<file path="config.mk">
export PLATFORM = sky130hd
export DESIGN_NAME = conv_accum_stage
export DESIGN_NICKNAME = d
export VERILOG_FILES = /design/src/rtl/conv_pkg.sv /design/src/rtl/conv_add3.sv /design/src/rtl/conv_accum_stage.sv
export SDC_FILE = /design/constraint.sdc
export NUM_CORES = 1
export LEC_CHECK = 0
export CAP_MARGIN = 30
export CORE_ASPECT_RATIO = 0.5
export CORE_MARGIN = 3
export CORE_UTILIZATION = 28
export CTS_BUF_LIST = sky130_fd_sc_hd__clkbuf_16
export CTS_CLUSTER_DIAMETER = 60
export DETAILED_ROUTE_END_ITERATION = 7
export GPL_TIMING_DRIVEN = 0
export PLACE_DENSITY_LB_ADDON = 0.08
export SLEW_MARGIN = 10
export SYNTH_ARGS = -nofsm -noshare
export SYNTH_HDL_FRONTEND = slang
export SYNTH_HIERARCHICAL = 1
export SYNTH_SLANG_ARGS = --single-unit
export TNS_END_PERCENT = 20
</file>
<file path="constraint.sdc">
create_clock -name clk -period 7.8 [get_ports clk]
set_input_delay 1.17 -clock clk [delete_from_list [all_inputs] [get_ports clk]]
set_output_delay 1.17 -clock clk [all_outputs]
set_load 0.03 [all_outputs]
</file>
<file path="src/rtl/conv_pkg.sv">
// Shared widths, stage tag type and the accumulator-to-pixel round/saturate helper
// for the convolution accumulate stage.
package conv_pkg;

    localparam int PROD_W     = 16;
    localparam int N_PROD     = 9;
    localparam int OUT_W      = 8;
    localparam int FRAC_SHIFT = 7;
    localparam int ACC_W      = 24;
    localparam int S1_W       = PROD_W + 2;
    localparam int S2_W       = PROD_W + 4;

    localparam logic signed [ACC_W:0] RND_HALF = (ACC_W+1)'(1 << (FRAC_SHIFT - 1));
    localparam logic signed [ACC_W:0] OUT_MAX  = (ACC_W+1)'((1 << (OUT_W - 1)) - 1);
    localparam logic signed [ACC_W:0] OUT_MIN  = (ACC_W+1)'(-(1 << (OUT_W - 1)));

    typedef struct packed {
        logic             sat;
        logic [OUT_W-1:0] data;
    } pix_t;

    // Per-beat side info that travels down the pipeline with the products.
    typedef struct packed {
        logic             last;
        logic             first;
        logic [OUT_W-1:0] bias;
    } tag_t;

    // One extra bit of headroom so the rounding add can never wrap.
    function automatic pix_t sat_round(input logic signed [ACC_W-1:0] acc);
        logic signed [ACC_W:0] r;
        pix_t p;
        r = ($signed({acc[ACC_W-1], acc}) + RND_HALF) >>> FRAC_SHIFT;
        if (r > OUT_MAX) begin
            p.sat  = 1'b1;
            p.data = OUT_MAX[OUT_W-1:0];
        end else if (r < OUT_MIN) begin
            p.sat  = 1'b1;
            p.data = OUT_MIN[OUT_W-1:0];
        end else begin
            p.sat  = 1'b0;
            p.data = r[OUT_W-1:0];
        end
        return p;
    endfunction

endpackage

</file>
<file path="src/rtl/conv_add3.sv">
// Registered three-input signed adder; one partial sum of the first adder-tree level.
module conv_add3
    import conv_pkg::*;
#(
    parameter int W = PROD_W
) (
    input  logic                clk,
    input  logic                rst_n,
    input  logic                en,
    input  logic signed [W-1:0] a,
    input  logic signed [W-1:0] b,
    input  logic signed [W-1:0] c,
    output logic signed [W+1:0] sum
);

    always_ff @(posedge clk or negedge rst_n) begin
        if (!rst_n)
            sum <= '0;
        else if (en)
            sum <= (W+2)'(a) + (W+2)'(b) + (W+2)'(c);
    end

endmodule

</file>
<file path="src/rtl/conv_accum_stage.sv">
// Adder tree + channel accumulator: sums nine Q2.14 products per beat, accumulates
// across channel beats, and emits one rounded/saturated Q1.7 pixel per pixel.
module conv_accum_stage
    import conv_pkg::*;
#(
    parameter int MAX_CH = 16
) (
    input  logic                     clk,
    input  logic                     rst_n,
    input  logic                     in_valid,
    output logic                     in_ready,
    input  logic [N_PROD*PROD_W-1:0] in_prod,
    input  logic                     in_last,
    input  logic [OUT_W-1:0]         bias,
    output logic                     out_valid,
    input  logic                     out_ready,
    output logic [OUT_W-1:0]         out_data,
    output logic                     out_sat,
    output logic                     ch_err
);

    localparam int CNT_W  = (MAX_CH > 1) ? $clog2(MAX_CH) : 1;
    localparam int N_GRP  = N_PROD / 3;
    localparam int STAGES = 1;   // vld_pipe[0] = S1, vld_pipe[1] = S2

    logic                    en;
    logic                    accept;
    logic                    at_max;
    logic                    beat_last;
    logic                    first;
    logic [CNT_W-1:0]        ch_cnt;
    tag_t                    tag_in;
    logic [STAGES:0]         vld_pipe;
    tag_t [STAGES:0]         tag_pipe;
    logic signed [PROD_W-1:0] prod [N_PROD];
    logic signed [S1_W-1:0]  part [N_GRP];
    logic signed [S2_W-1:0]  s2;
    logic signed [ACC_W-1:0] acc;
    logic signed [ACC_W-1:0] acc_base;
    logic signed [ACC_W-1:0] acc_next;
    pix_t                    pix;

    // The whole pipeline freezes while a finished pixel waits for the consumer.
    assign en        = ~out_valid | out_ready;
    assign in_ready  = en;
    assign accept    = in_valid & en;
    assign at_max    = (ch_cnt == CNT_W'(MAX_CH - 1));
    assign beat_last = in_last | at_max;

    assign tag_in.last  = beat_last;
    assign tag_in.first = first;
    assign tag_in.bias  = bias;

    always_ff @(posedge clk or negedge rst_n) begin
        if (!rst_n) begin
            first  <= 1'b1;
            ch_cnt <= '0;
            ch_err <= 1'b0;
        end else if (accept) begin
            if (beat_last) begin
                first  <= 1'b1;
                ch_cnt <= '0;
            end else begin
                first  <= 1'b0;
                ch_cnt <= ch_cnt + CNT_W'(1);
            end
            if (at_max && !in_last)
                ch_err <= 1'b1;
        end
    end

    // S1: three registered partial sums of three products each.
    for (genvar k = 0; k < N_PROD; k++) begin : g_unpack
        assign prod[k] = in_prod[k*PROD_W +: PROD_W];
    end

    for (genvar g = 0; g < N_GRP; g++) begin : g_s1
        conv_add3 #(.W(PROD_W)) u_add3 (
            .clk   (clk),
            .rst_n (rst_n),
            .en    (en),
            .a     (prod[3*g]),
            .b     (prod[3*g+1]),
            .c     (prod[3*g+2]),
            .sum   (part[g])
        );
    end

    always_ff @(posedge clk or negedge rst_n) begin
        if (!rst_n) begin
            vld_pipe <= '0;
            tag_pipe <= '0;
            s2       <= '0;
        end else if (en) begin
            vld_pipe <= {vld_pipe[STAGES-1:0], accept};
            tag_pipe <= {tag_pipe[STAGES-1:0], tag_in};
            s2       <= S2_W'(part[0]) + S2_W'(part[1]) + S2_W'(part[2]);
        end
    end

    // A first beat restarts from the bias, so stale acc content after a pixel is ignored.
    always_comb begin
        acc_base = acc;
        if (tag_pipe[STAGES].first)
            acc_base = ACC_W'($signed(tag_pipe[STAGES].bias)) <<< FRAC_SHIFT;
        acc_next = acc_base + ACC_W'(s2);
        pix      = sat_round(acc_next);
    end

    always_ff @(posedge clk or negedge rst_n) begin
        if (!rst_n)
            acc <= '0;
        else if (en && vld_pipe[STAGES])
            acc <= acc_next;
    end

    always_ff @(posedge clk or negedge rst_n) begin
        if (!rst_n) begin
            out_valid <= 1'b0;
            out_data  <= '0;
            out_sat   <= 1'b0;
        end else if (en) begin
            if (vld_pipe[STAGES] && tag_pipe[STAGES].last) begin
                out_valid <= 1'b1;
                out_data  <= pix.data;
                out_sat   <= pix.sat;
            end else begin
                out_valid <= 1'b0;
            end
        end
    end

endmodule

</file>
=== Yosys cells after proc, flatten, opt, wreduce, memory -nomap -nowiden ===
Index checks and enable logic that the tools add are counted.

* Add/sub/neg operators: 11
* $mul: 0
* Divide/modulo/power cells: 0
* $lt $le $gt $ge: 2
* Equal/unequal tests: 1
* Shifts and indexed selects: 0
* Muxes and demuxes: 6
* Bitwise operators: 4
* Reductions and logical operators: 6

{| class="wikitable"
|+ Operator list
! cell !! count
|-
| adder 17 x 16 -> 18 bit || 3
|-
| adder 16 x 16 -> 17 bit || 3
|-
| adder 24 x 8 -> 25 bit, second input constant || 1
|-
| adder 24 x 20 -> 24 bit || 1
|-
| 2-to-1 mux 24 bit || 1
|-
| adder 19 x 18 -> 20 bit || 1
|-
| adder 18 x 18 -> 19 bit || 1
|-
| > comparator 18 x 8 -> 1 bit, second input constant || 1
|-
| less-than comparator 18 x 8 -> 1 bit, second input constant || 1
|-
| 2-to-1 mux 9 bit || 2
|-
| adder 4 x 1 -> 4 bit, second input constant || 1
|-
| equality test 4 bit, second input constant || 1
|-
| 2-to-1 mux 4 bit || 1
|-
| AND reduction 2 bit || 2
|-
| logical AND 1 bit || 3
|-
| 2-to-1 mux 1 bit || 2
|-
| OR 1 bit || 2
|-
| bitwise AND 1 bit || 1
|-
| logical NOT 1 bit || 1
|-
| NOT 1 bit || 1
|}

* Flip-flop bits (word level): 136
* Bits in latches: 0
* Bits in writable memories: 0
* Bits in read-only memories: 0
* Input port bits: 157
* Output and inout bits: 12
* Logic and storage cells: 48
* Memories: 0

=== Logic depth before layout (Yosys ltp) ===
* Word-level depth: 6
* Depth in mapped cells: 19
* Mapped depth without buffers: 17

=== Cells and area by module ===
The synthesis kept the hierarchy.

{| class="wikitable"
|+ Modules (own cells, without submodules)
! module !! instances !! cells each !! area an instance (um2) !! sequential area each (um2)
|-
| conv_accum_stage || 1 || 724 || 6491.2 || 2053.2
|-
| conv_add3 at g_s1[0].u_add3 ... || 2 || 177 || 1794.2 || 450.4
|-
| conv_add3 at g_s1[2].u_add3 || 1 || 184 || 1864.3 || 450.4
|}

=== Worst setup path after synthesis ===
No wires, ideal clock.

* Path type: reg2reg
* Start: reg tag_pipe[18] in the netlist's numbering
* End: reg out_data[0]
* Library setup time: 0.141 ns
* Data arrival time: 4.343 ns
* Data required time: 7.659 ns
* Setup slack: 3.316 ns
* Cell stages (with the launch flop): 19
* Buffers on the path: 2
* Clock period less this slack: 4.484 ns
* Path through: dfrtp_1 > clkbuf_1 > buf_1 > nor2b_1 > ha_1 > fa_1 > a211oi_2 > o21ai_2 > xor2_1 > ha_1 > inv_1 > a211oi_2 > o2111ai_1 > nor4_4 > nor4b_2 > mux2_1 > o21ai_1 > nor4b_4 > o32ai_1

* Cells in the longest elaborated chain, start to end: 6
* Elaborated cells on any way between the ends: 7
* Classes of those cells: 2 x add/sub; 2 x order compare; 3 x mux

{| class="wikitable"
|+ RTL lines
! item !! line !! RTL
|-
| from (decl) || conv_accum_stage.sv:34 || <nowiki>tag_t [STAGES:0] tag_pipe;</nowiki>
|-
| from (signal assigned) || conv_accum_stage.sv:96 || <nowiki>tag_pipe <= {tag_pipe[STAGES-1:0], tag_in};</nowiki>
|-
| 2-to-1 mux 24 bit (*) || conv_accum_stage.sv:104 || <nowiki>if (tag_pipe[STAGES].first)</nowiki>
|-
| adder 24 x 20 -> 24 bit (*) || conv_accum_stage.sv:106 || <nowiki>acc_next = acc_base + ACC_W'(s2);</nowiki>
|-
| named net acc_next[6] || conv_accum_stage.sv:40 || <nowiki>logic signed [ACC_W-1:0] acc_next;</nowiki>
|-
| adder 24 x 8 -> 25 bit (*) || conv_pkg.sv:33 || <nowiki>r = ($signed({acc[ACC_W-1], acc}) + RND_HALF) >>> FRAC_SHIFT;</nowiki>
|-
| less-than comparator 18 x 8 -> 1 bit || conv_pkg.sv:37 || <nowiki>end else if (r < OUT_MIN) begin</nowiki>
|-
| 2-to-1 mux 9 bit || conv_pkg.sv:37 ||
|-
| 2-to-1 mux 9 bit (*) || conv_pkg.sv:34 || <nowiki>if (r > OUT_MAX) begin</nowiki>
|-
| to (signal assigned) || conv_accum_stage.sv:125 || <nowiki>out_data <= pix.data;</nowiki>
|-
| to (decl) || conv_accum_stage.sv:17 || <nowiki>output logic [OUT_W-1:0] out_data,</nowiki>
|}

The timed path passes the listed nets; every way through them passes the cells marked *.
A chain may end at the register's enable or synchronous reset.

=== Worst setup path after layout ===
* Start: reg tag_pipe[18] in the netlist's numbering
* End: reg out_data[1]

The elaborated chain is that of the path after synthesis.

==> report_table.html <==
<table>
<tr><th>Metric</th><th>Value</th></tr>
<tr><th colspan="2">Placement</th></tr>
<tr><td># placed instances</td><td>1998</td></tr>
<tr><td>Last weighted congestion value of the routability-driven placer</td><td>0.850</td></tr>
<tr><td>Worst slack at placement</td><td>2.09 ns</td></tr>
<tr><td>Cell area after placement</td><td>14400 sq um</td></tr>
<tr><td>Total half-perimeter wirelength after legalization and detailed placement</td><td>27800 um</td></tr>
<tr><td>Port bufs</td><td>168</td></tr>
<tr><th colspan="2">Global route</th></tr>
<tr><td>Grt total ovfl</td><td>0</td></tr>
<tr><td>Most Used Layer, Global Route</td><td>met2</td></tr>
<tr><td>Number of global-route vias before repair</td><td>10183</td></tr>
<tr><td>Total Routing Usage GR</td><td>14.8%</td></tr>
<tr><td>Initial antenna violation count</td><td>0</td></tr>
<tr><td>Wire length of the first global-routing pass</td><td>53900 um</td></tr>
<tr><td>Met2 track utilization from global routing</td><td>24.1%</td></tr>
<tr><td>Met1 GRT Util</td><td>20.7%</td></tr>
<tr><td>Met3 track demand over resource in global routing</td><td>2.75%</td></tr>
<tr><td>Largest net degree at the start of global routing</td><td>85</td></tr>
<tr><th colspan="2">Setup path</th></tr>
<tr><td>Worst r2r dst</td><td>out_data[1]</td></tr>
<tr><td>Category of the worst setup path launch point</td><td>flop</td></tr>
<tr><td>Flop2flop setup slack</td><td>2.08 ns</td></tr>
<tr><td>Worst setup path startpoint</td><td>tag_pipe[18]</td></tr>
<tr><td>Max FO, Critical Path</td><td>10</td></tr>
<tr><td>Crit path largest cell delay</td><td>0.48 ns</td></tr>
<tr><td>Capture point of the critical path</td><td>out_data[1]</td></tr>
<tr><td>FF-to-FF Start</td><td>tag_pipe[18]</td></tr>
<tr><td>Logic depth of the worst register-to-register path</td><td>18</td></tr>
<tr><td>Worst path arrival time</td><td>6.02 ns</td></tr>
<tr><td>Crit-path cells</td><td>clkbuf_1 -&gt; buf_1 -&gt; nor2b_1 -&gt; ha_1 -&gt; fa_1 -&gt; a211oi_2 -&gt; o21ai_2 -&gt; xor2_1 -&gt; ha_1 -&gt; inv_1 -&gt; a211oi_2 -&gt; o2111ai_1 -&gt; nor4_4 -&gt; nor4b_2 -&gt; mux2_1 -&gt; o21ai_1 -&gt; nor4b_4 -&gt; o32ai_1</td></tr>
<tr><td>Required time reported for the critical path endpoint</td><td>8.09 ns</td></tr>
<tr><td>Element type at the critical path end</td><td>flop</td></tr>
<tr><td>Startpoint-to-endpoint class of the critical path</td><td>flop to flop</td></tr>
<tr><td>Cell at the slowest stage of the critical path</td><td>sky130_fd_sc_hd__nor4b_4</td></tr>
<tr><th colspan="2">Floorplan</th></tr>
<tr><td>Starting Density</td><td>29.0%</td></tr>
<tr><td>Width of the chip</td><td>298 um</td></tr>
<tr><td>CORE AREA</td><td>41200 sq um</td></tr>
<tr><td>Site row count</td><td>52</td></tr>
<tr><td>Height of the die</td><td>152 um</td></tr>
<tr><td>Die area</td><td>45300 sq um</td></tr>
<tr><td>Num ports</td><td>169</td></tr>
<tr><th colspan="2">Final layout</th></tr>
<tr><td>Finished Layout Cells</td><td>2030</td></tr>
<tr><td>Utilization after layout</td><td>36.2%</td></tr>
<tr><td>Multi-input combinational cell area</td><td>8140 sq um</td></tr>
<tr><td>Antenna diodes</td><td>0</td></tr>
<tr><td>Post-route cell area</td><td>14900 sq um</td></tr>
<tr><td>Fillcell total</td><td>4241</td></tr>
<tr><td>Synth-to-layout area growth</td><td>25.2%</td></tr>
<tr><td>Area of all sequential standard cells</td><td>3400 sq um</td></tr>
<tr><td>Nets</td><td>1769</td></tr>
<tr><td>Share of cells above drive strength 1</td><td>10.5%</td></tr>
<tr><th colspan="2">Synth</th></tr>
<tr><td>Most area-hungry cell type in the Yosys netlist</td><td>sky130_fd_sc_hd__dfrtp_1</td></tr>
<tr><td>Main area contributors after synthesis</td><td>sky130_fd_sc_hd__dfrtp_1 (28%), sky130_fd_sc_hd__fa_1 (12%), sky130_fd_sc_hd__ha_1 (9.5%)</td></tr>
<tr><td>Portion of the post-synthesis area used by sequential elements</td><td>28.5%</td></tr>
<tr><td>Top-area cell type share of the netlist area</td><td>28.3%</td></tr>
<tr><td>Number of synthesized flops with an enable pin</td><td>0</td></tr>
<tr><td>Post-synth top flop</td><td>sky130_fd_sc_hd__dfrtp_1</td></tr>
<tr><td>Synthesized netlist cell count</td><td>1262</td></tr>
<tr><td>Dominant cell by count in the synthesized netlist</td><td>sky130_fd_sc_hd__nand2_1</td></tr>
<tr><td>Per-instance average area after synthesis</td><td>9.46 sq um</td></tr>
<tr><td>Synth Cell Area</td><td>11900 sq um</td></tr>
<tr><td>Number of distinct library cell variants in the gate-level netlist after synthesis</td><td>97</td></tr>
<tr><td>Most numerous cell types in the synthesized netlist</td><td>sky130_fd_sc_hd__nand2_1 (166), sky130_fd_sc_hd__dfrtp_1 (135), sky130_fd_sc_hd__ha_1 (91)</td></tr>
<tr><td>Warnings, synthesis</td><td>6</td></tr>
<tr><td>Post-synthesis sequential element count</td><td>136</td></tr>
<tr><td>Ys async rst share</td><td>100%</td></tr>
<tr><td>Post-Synthesis Net Count</td><td>1581</td></tr>
<tr><th colspan="2">STA</th></tr>
<tr><td>Unrepaired setup endpoints after global routing</td><td>no</td></tr>
<tr><td>Final min period</td><td>5.72 ns</td></tr>
<tr><td>Worst relative slew slack</td><td>41.0%</td></tr>
<tr><td>Worst Setup Slack, final</td><td>2.08 ns</td></tr>
<tr><td>Clock Skew</td><td>0.00957 ns</td></tr>
<tr><td>Final setup vio count</td><td>0</td></tr>
<tr><td>Slew at the pin closest to its max-slew limit</td><td>0.882 ns</td></tr>
<tr><td>Final number of max-transition violations</td><td>0</td></tr>
<tr><td>Crit share post-route</td><td>73.4%</td></tr>
<tr><td>Max Clk Rate</td><td>0.175 GHz</td></tr>
<tr><td>Final number of hold-violating endpoints</td><td>0</td></tr>
<tr><th colspan="2">Hold path</th></tr>
<tr><td>Worst hold path type</td><td>flop to flop</td></tr>
<tr><td>Hold path startpoint</td><td>ch_err</td></tr>
<tr><td>Worst hold path cell count</td><td>2</td></tr>
<tr><th colspan="2">Route</th></tr>
<tr><td>DRC violation total after the first TritonRoute iteration</td><td>409</td></tr>
<tr><td>Average via count per standard cell</td><td>4.95</td></tr>
<tr><td>Final WL</td><td>33900 um</td></tr>
<tr><td>Number of vias after detailed routing</td><td>10055</td></tr>
<tr><td>Number of design rule violations left after detail routing</td><td>0</td></tr>
<tr><td>Routed length per placed instance</td><td>16.7 um</td></tr>
<tr><td>Drt first pass iters</td><td>5</td></tr>
<tr><td>Antenna violation net count after detailed routing</td><td>0</td></tr>
<tr><th colspan="2">Clock tree</th></tr>
<tr><td>Clock input transition at the sequential cells of the worst setup and hold paths</td><td>0.07 ns</td></tr>
<tr><td>Longest Clk Path Bufs</td><td>2</td></tr>
<tr><td>Total number of clock tree sinks</td><td>136</td></tr>
<tr><td>Root buffer cell</td><td>sky130_fd_sc_hd__clkbuf_16</td></tr>
<tr><td>Clock network latency to the later pin of the worst-skew pair</td><td>0.44 ns</td></tr>
<tr><td>Total of hold buffers inserted after clock tree synthesis</td><td>0</td></tr>
<tr><td>Maximum level of the CTS H-tree</td><td>4</td></tr>
<tr><td>Number of clock buffers inserted by TritonCTS</td><td>17</td></tr>
<tr><td>TritonCTS clock tree</td><td>built</td></tr>
<tr><td>Number of setup buffers added after CTS</td><td>0</td></tr>
<tr><td>Resize count post-CTS</td><td>0</td></tr>
<tr><th colspan="2">Flow run</th></tr>
<tr><td>Maximum Capacitance Violations</td><td>0</td></tr>
<tr><th colspan="2">Run status</th></tr>
<tr><td>Run status</td><td>finished, final reports clean</td></tr>
</table>
## layout make-up
class	instances	share of cell area, %
inverter	59	1.48
multi-input combinational	1024	54.4
clock buffer	17	2.85
buffer	43	1.22
tap	567	4.75
sequential	136	22.8
timing repair buffer	169	11.5
clock inverter	15	1.05
## critical path, delay by kind of cell (launching register included)
family                   cells  cell delay (ns)
XOR/XNOR                     1             0.38
flip-flops                   1             0.32
AO/OA/AOI/OAI                6             1.35
multiplexers                 1             0.37
buffers and inverters        3             0.90
AND/OR/NAND/NOR              4             1.30
adder cells (fa/ha/maj)      3             0.94
## state kept, by name, summed over array words and instances (netlist names)
signal / count
g_s1.u_add3/sum: 54
acc: 24
s2: 20
tag_pipe: 20
out_data: 8
ch_cnt: 4
vld_pipe: 2
ch_err: 1
first: 1
out_sat: 1
out_valid: 1
## worst min path at each step
stage / slack, ns / end
after global routing: 0.49 / ch_err
final: 0.47 / ch_err
after floorplan: 0.43 / tag_pipe[10]
after CTS: 0.47 / ch_err
after global placement: 0.45 / ch_err
after detailed placement: 0.46 / ch_err
## cells in the final DEF, fill, tap and decap left out, drive strengths merged, types with 17 or more instances in the layout
cell type      count
mux2              45
a21oi             85
fa                71
nand2            168
nand3             29
o31ai             24
nor2b             17
ha                91
xnor2             40
a21o              31
o21ai             88
dfrtp            135
nor3              20
nor2              65
clkdlybuf4s50    167
xor2              19
inv               67
clkbuf            47
nand4             18
a211oi            18
## logic make-up after synthesis
group,synth area share [%]
muxes,4.41
AOI/OAI and AO/OA,21.3
and+or+nand+nor,16.4
DFF,28.5
xor gates and xnor gates,4.52
buffers and inverters,3.38
adders and majority gates,21.4
## routing by layer
layer,vias up,wire length [um]
li1,4976,-
met1,4909,16800
met2,155,15800
met3,15,1100
met4,0,228
met5,-,0
## per-stage QoR
step | TNS [ns] | hold WS (ns)
3_3_place_gp | -21.94 | 0.454
3_5_place_dp | 0 | 0.456
6_report | 0 | 0.465
4_1_cts | 0 | 0.472
2_1_floorplan | 0 | 0.433
5_1_grt | 0 | 0.487
Power is left out: the tool's default activity adds up to more than one toggle a clock period on the data nets, which glitch-free logic cannot reach.
